$ cat config.mk
export PLATFORM = sky130hd
export DESIGN_NAME = pushbutton_input_controller
export DESIGN_NICKNAME = d
export VERILOG_FILES = /design/src/rtl/pio_pkg.sv /design/src/rtl/pio_debounce_bit.sv /design/src/rtl/pushbutton_input_controller.sv
export SDC_FILE = /design/constraint.sdc
export NUM_CORES = 1
export LEC_CHECK = 0
export ABC_CLOCK_PERIOD_IN_PS = 1510
export BUFFER_PORTS_ARGS = -buffer_cell sky130_fd_sc_hd__buf_2
export CORE_AREA = 2 2 54 56
export DETAILED_ROUTE_END_ITERATION = 10
export DIE_AREA = 0 0 56 58
export PLACE_DENSITY = 0.77
export SYNTH_ARGS = -nofsm -noshare
export SYNTH_HDL_FRONTEND = slang
export SYNTH_SLANG_ARGS = --single-unit
$ cat constraint.sdc
create_clock -name clk -period 1.51 [get_ports clk]
set_input_delay 0.302 -clock clk [delete_from_list [all_inputs] [get_ports clk]]
set_output_delay 0.302 -clock clk [all_outputs]
set_load 0.02 [all_outputs]
$ cat src/rtl/pio_pkg.sv
// Shared definitions for the pushbutton/switch input port.
//   ADDR_*  : word addresses of the Avalon-MM register map.
//   EDGE_*  : encodings for the EDGE_TYPE parameter of the input controller.
package pio_pkg;

  localparam logic [1:0] ADDR_DATA     = 2'd0;
  localparam logic [1:0] ADDR_RESERVED = 2'd1;
  localparam logic [1:0] ADDR_IRQMASK  = 2'd2;
  localparam logic [1:0] ADDR_EDGECAP  = 2'd3;

  localparam int unsigned EDGE_RISE = 0;
  localparam int unsigned EDGE_FALL = 1;
  localparam int unsigned EDGE_ANY  = 2;

endpackage

$ cat src/rtl/pio_debounce_bit.sv
// Single-bit debouncer.
// The filtered output follows sync_in only after sync_in has differed from it
// for DEBOUNCE_CYCLES consecutive clocks; shorter glitches are discarded.
// Ports:
//   clk       system clock
//   reset_n   asynchronous active-low reset (filter returns to IDLE_LEVEL)
//   sync_in   already-synchronized input bit
//   filtered  debounced output bit
module pio_debounce_bit #(
  parameter logic        IDLE_LEVEL      = 1'b1,
  parameter logic [15:0] DEBOUNCE_CYCLES = 16'd50000
) (
  input  logic clk,
  input  logic reset_n,
  input  logic sync_in,
  output logic filtered
);

  logic [15:0] cnt_q, cnt_d;
  logic        filt_q, filt_d;

  // Counter only runs while the input disagrees with the filtered value; any
  // agreement (including a glitch returning) restarts it from zero.
  always_comb begin
    cnt_d  = '0;
    filt_d = filt_q;
    if (sync_in != filt_q) begin
      if (cnt_q == DEBOUNCE_CYCLES - 16'd1) begin
        filt_d = sync_in;
      end else begin
        cnt_d = cnt_q + 16'd1;
      end
    end
  end

  always_ff @(posedge clk or negedge reset_n) begin
    if (!reset_n) begin
      cnt_q  <= '0;
      filt_q <= IDLE_LEVEL;
    end else begin
      cnt_q  <= cnt_d;
      filt_q <= filt_d;
    end
  end

  assign filtered = filt_q;

endmodule

$ cat src/rtl/pushbutton_input_controller.sv
// Avalon-MM input port for board pushbuttons/switches.
// Synchronizes WIDTH asynchronous inputs, optionally debounces them, captures
// selected edges into a sticky register and raises a maskable level irq.
// Build option: define PUSHBUTTON_INPUT_DEBOUNCE_EN to insert one
// pio_debounce_bit per input; otherwise the synchronizer output is used as-is.
// Ports:
//   clk, reset_n            clock, asynchronous active-low reset
//   address, chipselect,
//   write_n, writedata      zero-wait-state slave write/select
//   in_port                 asynchronous board inputs
//   readdata                combinational read data (zero-extended)
//   irq                     |(EDGECAPTURE & IRQMASK)
module pushbutton_input_controller
  import pio_pkg::*;
#(
  parameter int unsigned WIDTH           = 4,
  parameter int unsigned EDGE_TYPE       = 1,
  parameter logic        IDLE_LEVEL      = 1'b1,
  parameter logic [15:0] DEBOUNCE_CYCLES = 16'd50000
) (
  input  logic             clk,
  input  logic             reset_n,
  input  logic [1:0]       address,
  input  logic             chipselect,
  input  logic             write_n,
  input  logic [31:0]      writedata,
  input  logic [WIDTH-1:0] in_port,
  output logic [31:0]      readdata,
  output logic             irq
);

  localparam logic [WIDTH-1:0] IdleVec = {WIDTH{IDLE_LEVEL}};

  logic [WIDTH-1:0] sync1_q, sync2_q;
  logic [WIDTH-1:0] filtered;
  logic [WIDTH-1:0] prev_q;
  logic [WIDTH-1:0] edge_set;
  logic [WIDTH-1:0] edgecap_q, edgecap_d;
  logic [WIDTH-1:0] irqmask_q, irqmask_d;
  logic             wr_en;

  // Upper writedata bits are intentionally ignored.
  logic unused_writedata;
  assign unused_writedata = ^writedata;

  always_ff @(posedge clk or negedge reset_n) begin
    if (!reset_n) begin
      sync1_q <= IdleVec;
      sync2_q <= IdleVec;
    end else begin
      sync1_q <= in_port;
      sync2_q <= sync1_q;
    end
  end

`ifdef PUSHBUTTON_INPUT_DEBOUNCE_EN
  for (genvar i = 0; i < WIDTH; i++) begin : gen_debounce
    pio_debounce_bit #(
      .IDLE_LEVEL      (IDLE_LEVEL),
      .DEBOUNCE_CYCLES (DEBOUNCE_CYCLES)
    ) u_debounce (
      .clk      (clk),
      .reset_n  (reset_n),
      .sync_in  (sync2_q[i]),
      .filtered (filtered[i])
    );
  end
`else
  logic [15:0] unused_debounce_cycles;
  assign unused_debounce_cycles = DEBOUNCE_CYCLES;
  assign filtered = sync2_q;
`endif

  always_comb begin
    edge_set = '0;
    case (EDGE_TYPE)
      EDGE_RISE: edge_set = filtered & ~prev_q;
      EDGE_FALL: edge_set = ~filtered & prev_q;
      default:   edge_set = filtered ^ prev_q;
    endcase
  end

  assign wr_en = chipselect & ~write_n;

  // Clear is applied before set so a same-cycle capture keeps the bit high.
  always_comb begin
    edgecap_d = edgecap_q;
    irqmask_d = irqmask_q;
    if (wr_en && address == ADDR_EDGECAP) begin
      edgecap_d = edgecap_q & ~writedata[WIDTH-1:0];
    end
    if (wr_en && address == ADDR_IRQMASK) begin
      irqmask_d = writedata[WIDTH-1:0];
    end
    edgecap_d = edgecap_d | edge_set;
  end

  always_ff @(posedge clk or negedge reset_n) begin
    if (!reset_n) begin
      prev_q    <= IdleVec;
      edgecap_q <= '0;
      irqmask_q <= '0;
    end else begin
      prev_q    <= filtered;
      edgecap_q <= edgecap_d;
      irqmask_q <= irqmask_d;
    end
  end

  always_comb begin
    readdata = '0;
    case (address)
      ADDR_DATA:    readdata[WIDTH-1:0] = filtered;
      ADDR_IRQMASK: readdata[WIDTH-1:0] = irqmask_q;
      ADDR_EDGECAP: readdata[WIDTH-1:0] = edgecap_q;
      default:      readdata = '0;
    endcase
  end

  assign irq = |(edgecap_q & irqmask_q);

endmodule
# Yosys cells after proc, flatten, opt, wreduce, memory -nomap -nowiden
# Cells that the tools add are included.
# totals
register_bits,20
in_bits,42
out_inout_bits,33
# op_classes
n_eq_ne,2
muxes,2
n_bitwise,8
reduce_logical,4
# op_table
op,n
$and 4x4->4,3
$pmux 4 s3,1
$not 4->4,2
$eq 2x2->1 const B,2
$mux 4,1
$or 4x4->4,1
$reduce_or 4->1,1
$logic_and 1x1->1,2
$logic_not 2->1,1
$and 1x1->1,1
$not 1->1,1

# Longest topological paths before layout
# Gate-level depths: netlist of the first run.
# depth
depth_word,5
ltp_mapped,3
mapped_depth_nobuf,2

# Worst setup path before layout of the first run
# Ideal clock, no wire load.
# synth_timing
path_kind,register -> output
start,"register sync2_q[2], in the netlist filtered[2]"
end,output readdata[2]
t_arrival_ns,1.054
slack_ns,0.154
path_stages_with_launch,3
cell_sequence,dfstp_2 -> mux2i_1 -> o21ai_0
# synth_between
elab_chain_len,1
# synth_lines
element,line,source
from (decl),pushbutton_input_controller.sv:34,"logic [WIDTH-1:0] sync1_q, sync2_q;"
from (signal assigned),pushbutton_input_controller.sv:49,sync2_q <= IdleVec;
from (signal assigned),pushbutton_input_controller.sv:52,sync2_q <= sync1_q;
$pmux 4 s3,pushbutton_input_controller.sv:112,case (address)
to (decl),pushbutton_input_controller.sv:28,"output logic [31:0] readdata,"
# No other way between the ends.

# Worst setup path after layout of the first run
# layout_timing
start,"register sync2_q[0], in the netlist filtered[0]"
end,output readdata[0]
# Same word-level chain as after synthesis.

==> metrics.cfg, run 1 <==
[sta]
rsz0062_at_grt=yes
max_clock_freq_ghz=0.668
period_share=0.991
timing.final.hold_violations=0
slew_violations=0
finClkSkew_ns=0.000316
setup_viol=0
fin_crit_ns=1.50

[setup_path]
crit_arrival_ns=1.19
required_ns=1.21
r2r_cells=2
crit_family=flip-flops
cp_cell_sequence=mux2i_1 > o21ai_1 > buf_4
r2r_start=filtered[0]
path_class=reg -> out
end_kind=primary output
cp-endpoint=readdata[0]
cp-startpoint=filtered[0]
reg2reg_slack_ns=0.62
path_max_fanout=2
critical-path-max-stage-delay_ns=0.55
r2r-end=edgecap_q[0]
startpoint_type=register
path_buf_inv=1
crit_slowest_cell=dfstp_2
crit_cells=3

[power_and_ir_drop]
p_clk_frac=0.213
power.switching_mw=0.322
leakage_nw=0.579
comb_power_share=0.227
power.total_mw=1.11
p_int_mw=0.790
powerDensity_mw_per_mm2=997
ir_worst_vdd_mv=0.646
pwr-share-seq=0.560
switching_share=0.290

[logic_synthesis]
synthTopCellsByArea=dfstp_2, buf_4, dfrtp_1
yosys_warnings=0
syn_avg_cell_area_um2=11.7
synth_seq_cells=20
ys_seq_area_frac=0.502
netlist_instances=88
syn_area_mm2=0.00103
ys_types=16
synth_top_area_frac=0.307
yosys.area.top_type=dfstp_2

[clock_network]
clk_latency_ns=0.29
clock-root-buffer=clkbuf_4
clockBufferDepth=2
cts_made_buffers=3
htree_levels=1
cts_sinks=20
path_clk_slew_ns=0.10
cts_tree=yes

[routing]
post-route-drc-count=0
firstDrtPassIters=3
dr.first_iter.drc_count=26
wl_per_cell_um=10.9
via_per_inst=4.40
antenna_left=0
wl_um=1560
vias=629

[floorplan]
row_count=19
start_util=0.386
core-area_mm2=0.00266
die_w_um=56
die_y_um=58
die_area_mm2=0.00325
io_pins=75

[outcome]
status=finished, final reports clean

[finish]
layout_commonest_cell=conb_1
area_growth_pct=8.65
finish.utilization=0.419
drive_above_1_share=0.393
layout.nets=156
final_cell_mix=conb_1, buf_2, dfstp_2
n_antenna_cell=0

[grt]
grt_max_degree=21
grt_pass1_vias=597
grt_pass1_wl_um=2730
gr-total-overflow=0
grtUsageTotal=0.109
antenna_found_initial=0

[place]
gp_congestion=0.734
dpl.hpwl_um=1140
portBuffers=18

[min_path]
min_from=in_port[3]
hold_class=in -> reg

[flow_run]
cap_viol_max_count=0

[synthesized netlist by cell type]
| master | number |
|---|---|
| dfstp_2 | 12 |
| a22oi_1 | 2 |
| buf_4 | 28 |
| o221ai_1 | 4 |
| inv_1 | 8 |
| conb_1 | 1 |
| o21ai_0 | 4 |
| and4bb_4 | 1 |
| nand2b_1 | 4 |
| and4b_1 | 1 |
| mux2i_1 | 4 |
| mux2_4 | 4 |
| nand2_1 | 1 |
| dfrtp_1 | 8 |
| nand3_1 | 4 |
| buf_6 | 2 |
[final cells by class]
| cell class | count | area (µm²) |
|---|---|---|
| Inverter | 8 | 30.0 |
| Fill cell | 262 | 1550 |
| Clock buffer | 3 | 22.5 |
| Sequential cell | 20 | 515 |
| Timing Repair Buffer | 24 | 154 |
| Tap cell | 31 | 38.8 |
| Multi-Input combinational cell | 57 | 355 |
[sequential cells by signal (all words and copies together), names as in the netlist]
signal     flops
sync1_q        4
irqmask_q      4
prev_q         4
edgecap_q      4
filtered       4
[stage by stage]
stage	instances	instance area (µm²)	hold WS, ns	TNS, ns	worst slack, ns
floorplan	115	1130	0.00641	0	0.154
CTS	142	1090	0.0834	-0.0555	-0.0262
detailed placement	134	1020	0.268	0	0.212
finish	143	1120	0.0975	0	0.0139
global route	143	1120	0.0545	-0.325	-0.112
global placement	134	1020	0.251	0	0.225
[worst reg2reg max path: stages, from the launching register on]
cell	delay (ns)
dfstp_2	0.55
buf_4	0.11
o221ai_1	0.11
[metal layers]
metal | share of wire | GRT usage | vias to the layer above
li1 | - | - | 286
met1 | 0.41 | 0.134 | 296
met2 | 0.47 | 0.173 | 44
met3 | 0.11 | 0.0379 | 3
met4 | 0.013 | 0.0510 | 0
met5 | 0 | 0 | -
[worst min path at each step]
stage	cells after the start	to	slack, ns
floorplan	0	edgecap_q[0]	0.006
global placement	1	edgecap_q[1]	0.25
detailed placement	1	edgecap_q[1]	0.27
CTS	1	sync1_q[3]	0.08
global route	1	sync1_q[3]	0.05
finish	1	sync1_q[3]	0.1
[power groups by stage]
stage,clock network [mW],registers [mW],logic (mW)
2_1_floorplan,0,0.622,0.228
3_3_place_gp,0,0.627,0.216
3_5_place_dp,0,0.633,0.222
4_1_cts,0.255,0.622,0.241
5_1_grt,0.290,0.629,0.275
6_report,0.237,0.624,0.252
[cell families (layout without fill, tap and decap cells)]
kind of cell | count (synthesis) | after routing | share of synthesized area
buffers and inverters | 38 | 35 | 0.256
AND/OR/NAND/NOR | 11 | 11 | 0.0731
multiplexers | 8 | 8 | 0.0974
other | 1 | 28 | 0.00365
AO/OA/AOI/OAI | 10 | 10 | 0.0682
flip-flops | 20 | 20 | 0.502
[what timing repair did]
action                                  CTS  global route
hold buffers                              1             0
pin swaps                                 1             3
endpoints found under the setup margin    4             5
resized for setup                         6             5
cloned                                    0             0
buffers inserted                          4             1
endpoints found under the hold margin     8             0
No activity file was read; power rests on OpenSTA's default activity.
==> run 2: changes to the inputs <==
--- a/config.mk
+++ b/config.mk
@@ -5,12 +5,14 @@
 export SDC_FILE = /design/constraint.sdc
 export NUM_CORES = 1
 export LEC_CHECK = 0
+export ABC_AREA = 1
 export ABC_CLOCK_PERIOD_IN_PS = 1510
 export BUFFER_PORTS_ARGS = -buffer_cell sky130_fd_sc_hd__buf_2
-export CORE_AREA = 2 2 54 56
+export CAP_MARGIN = 20
+export CORE_AREA = 2 2 53 55
 export DETAILED_ROUTE_END_ITERATION = 10
-export DIE_AREA = 0 0 56 58
-export PLACE_DENSITY = 0.77
+export DIE_AREA = 0 0 55 57
+export PLACE_DENSITY = 0.78
 export SYNTH_ARGS = -nofsm -noshare
 export SYNTH_HDL_FRONTEND = slang
 export SYNTH_SLANG_ARGS = --single-unit
==> run 2 against run 1 <==
Clock power is 28% higher. Register-to-register slack better by 0.11 ns. Synthesized cell count rose by 25%. Clock skew increased by 0.0045 ns. Synthesized area decreased by 3.3%. Count of clock-buffer cells in the layout grew 1. Critical path type unchanged. Global-route usage down 0.88 points. Setup slack improved by 0.055 ns. Flip-flop and latch count unchanged. Via count is 7.0% higher. Largest power group unchanged. Critical endpoint unchanged. Cell area fell by 2.6%. Cell count is 14% higher.
==> metrics.cfg, run 2 <==
[routing]
wl_per_cell_um=8.69  ; -20%
vias=673  ; +7.0%
dr.first_iter.drc_count=11  ; -58%
antenna_left=0  ; unchanged
post-route-drc-count=0  ; unchanged
via_per_inst=4.13  ; -6.1%
wl_um=1420  ; -9.1%
firstDrtPassIters=4  ; +1

[min_path]
min_from=in_port[2]
whs_path_depth=1  ; unchanged
whs_endpoint=sync1_q[2]
hold_class=in -> reg

[sta]
fin_crit_ns=1.44  ; -0.0545 ns
fin_tns_setup_ns=0  ; unchanged
timing.final.hold_violations=0  ; unchanged
period_share=0.955  ; -0.0361
finClkSkew_ns=0.00485  ; +0.00454 ns
slew_violations=0  ; unchanged
max_clock_freq_ghz=0.694  ; +3.8%
rsz0062_at_grt=no
setup_viol=0  ; unchanged

[grt]
grtUsageTotal=0.100  ; -0.00878
grt_max_degree=21  ; unchanged
antenna_found_initial=0  ; unchanged
gr-total-overflow=0  ; unchanged
grt_pass1_vias=613  ; +2.7%
grt_pass1_wl_um=2300  ; -15%

[power_and_ir_drop]
powerDensity_mw_per_mm2=1060  ; +6.2%
power.switching_mw=0.345  ; +7.1%
ir_worst_vdd_mv=0.747  ; +16%
switching_share=0.300  ; +0.0101
comb_power_share=0.198  ; -0.029
p_int_mw=0.807  ; +2.0%
leakage_nw=0.584  ; +0.89%
p_clk_frac=0.263  ; +0.050
pwr-share-seq=0.539  ; -0.021

[logic_synthesis]
ys_types=12  ; -4
synth-simple-area-share=0.239  ; +0.166
synth_compound_area_frac=0  ; -0.0682
yosys_warnings=0  ; unchanged
muxShareOfSynthArea=0  ; -0.0974
syn_area_um2=993  ; -3.3%
synthTopCellsByArea=dfstp_2, buf_4, dfrtp_1
yosys-top-cells-count=nand2_1, buf_4, dfstp_2, nand3_1, dfrtp_1
synth_fa_ha_area_frac=0  ; unchanged
netlist_instances=110  ; +25%
synth_xor_xnor_area_share=0  ; unchanged
synth_top_area_frac=0.317  ; +0.0104
yosys.area.top_type=dfstp_2
synth_top_family_by_area=simple AND/OR/NAND/NOR gates
syn_avg_cell_area_um2=9.03  ; -23%
synthFlopType=dfstp_2
post-synth-top-count-cell=nand2_1
ys_seq_area_frac=0.519  ; +0.0171
synth_edf_count=0  ; unchanged
synth_seq_cells=20  ; unchanged
synth-async-reset-ratio=1.00  ; unchanged

[setup_path]
crit_arrival_ns=1.14  ; -0.05 ns
r2r_start=filtered[0]
r2r_cells=3  ; +1
r2r-end=edgecap_q[0]
reg2reg_slack_ns=0.73  ; +0.11 ns
path_class=reg -> out
required_ns=1.21  ; about the same
end_kind=primary output
startpoint_type=register
path_max_fanout=3  ; +1

[clock_network]
cts_made_buffers=3  ; unchanged
clock-root-buffer=clkbuf_4
path_clk_slew_ns=0.11  ; about the same
post-cts-setup-buffer-count=0  ; -4
cts_sinks=20  ; unchanged
clockBufferDepth=2  ; unchanged
cts_tree=yes
htree_levels=1  ; unchanged
clk_latency_ns=0.29  ; about the same

[floorplan]
start_util=0.380  ; -0.00590
die_area_mm2=0.00314  ; -3.5%
io_pins=75  ; unchanged
row_count=19  ; unchanged
die_w_um=55  ; -1.8%
core-area_mm2=0.00262  ; -1.8%
die_y_um=57  ; -1.7%

[finish]
regArea_um2=515  ; unchanged
finish.utilization=0.416  ; -0.00338
drive_above_1_share=0.303  ; -0.0898
n_antenna_cell=0  ; unchanged
multi_input_area_um2=353  ; -0.70%
layout.nets=175  ; +12%
final_cell_mix=nand2_1, conb_1, buf_2
nFillCells=247  ; -5.7%
layout_commonest_cell=nand2_1
area_growth_pct=9.45

[place]
portBuffers=18  ; unchanged
dpl.hpwl_um=1100  ; -3.9%
gp_congestion=0.735  ; +0.15%

[outcome]
status=finished, final reports clean

[flow_run]
cap_viol_max_count=0  ; unchanged

-- run 2: cell count changes after synthesis, sizes merged, moves of 3 or more --
| cell | change |
|---|---|
| mux2 | -4 |
| mux2i | -4 |
| o221ai | -4 |
| nand2 | +37 |
| o21ai | -4 |
| nor2 | +3 |
| nand3 | +8 |
| nand2b | -4 |
-- run 2: what timing repair did --
item,in CTS,in global routing
hold endpoints to repair,8,0
endpoints found under the setup margin,0,4
hold buffers,1,0
gates resized for setup,0,8
-- run 2: worst max path at each step --
stage,startpoint,end,slack (ns),cells past startpoint
finish,filtered[0],readdata[0],0.07,3
global route,filtered[0],readdata[0],0.005,3
CTS,filtered[1],readdata[1],0.03,3
detailed placement,address[0],readdata[1],0.19,5
global placement,address[0],readdata[2],0.19,5
floorplan,filtered[0],readdata[0],0.46,2
-- run 2: cell type report --
type / count / share of cell area
clock buffer: 4 / 0.0334
inverter: 7 / 0.0242
multi-input combinational: 82 / 0.325
sequential: 20 / 0.474
tap: 31 / 0.0357
timing repair buffer: 19 / 0.108
-- run 2: metrics by stage --
step                      setup slack [ns]  hold WS (ns)  instances  instance area (µm²)  power, mW
after global placement               0.191         0.247        158                 1010      0.835
after CTS                           0.0255        0.0806        163                 1060       1.15
after global routing               0.00544        0.0636        163                 1090       1.22
final                               0.0685        0.0910        163                 1090       1.15
after floorplan                      0.461       0.00641        137                 1090      0.830
after detailed placement             0.193         0.268        158                 1010      0.842
-- run 2: logic make-up after synthesis --
kind of cell  after synthesis
buf+inv                    35
flops                      20
other cells                 1
simple gates               54
-- run 2: layer usage --
metal / vias up / part of all wire / wire length, µm / track usage
met5: - / 0 / 0 / 0
li1: 323 / - / - / -
met4: 0 / 0 / 0 / 0.0523
met3: 0 / 0.067 / 95 / 0.0157
met1: 316 / 0.37 / 521 / 0.101
met2: 34 / 0.56 / 798 / 0.187
-- run 2: power groups by stage --
stage | Sequential (mW) | Clock, mW | Combinational [mW]
2_1_floorplan | 0.621 | 0 | 0.209
3_3_place_gp | 0.626 | 0 | 0.209
3_5_place_dp | 0.630 | 0 | 0.212
4_1_cts | 0.621 | 0.315 | 0.214
5_1_grt | 0.629 | 0.336 | 0.259
6_report | 0.621 | 0.303 | 0.228
-- run 2: critical path: stages (launching register included) --
cell and delay (ns):
dfstp_2 0.56, nand2_1 0.05, nand3_1 0.10, buf_4 0.14
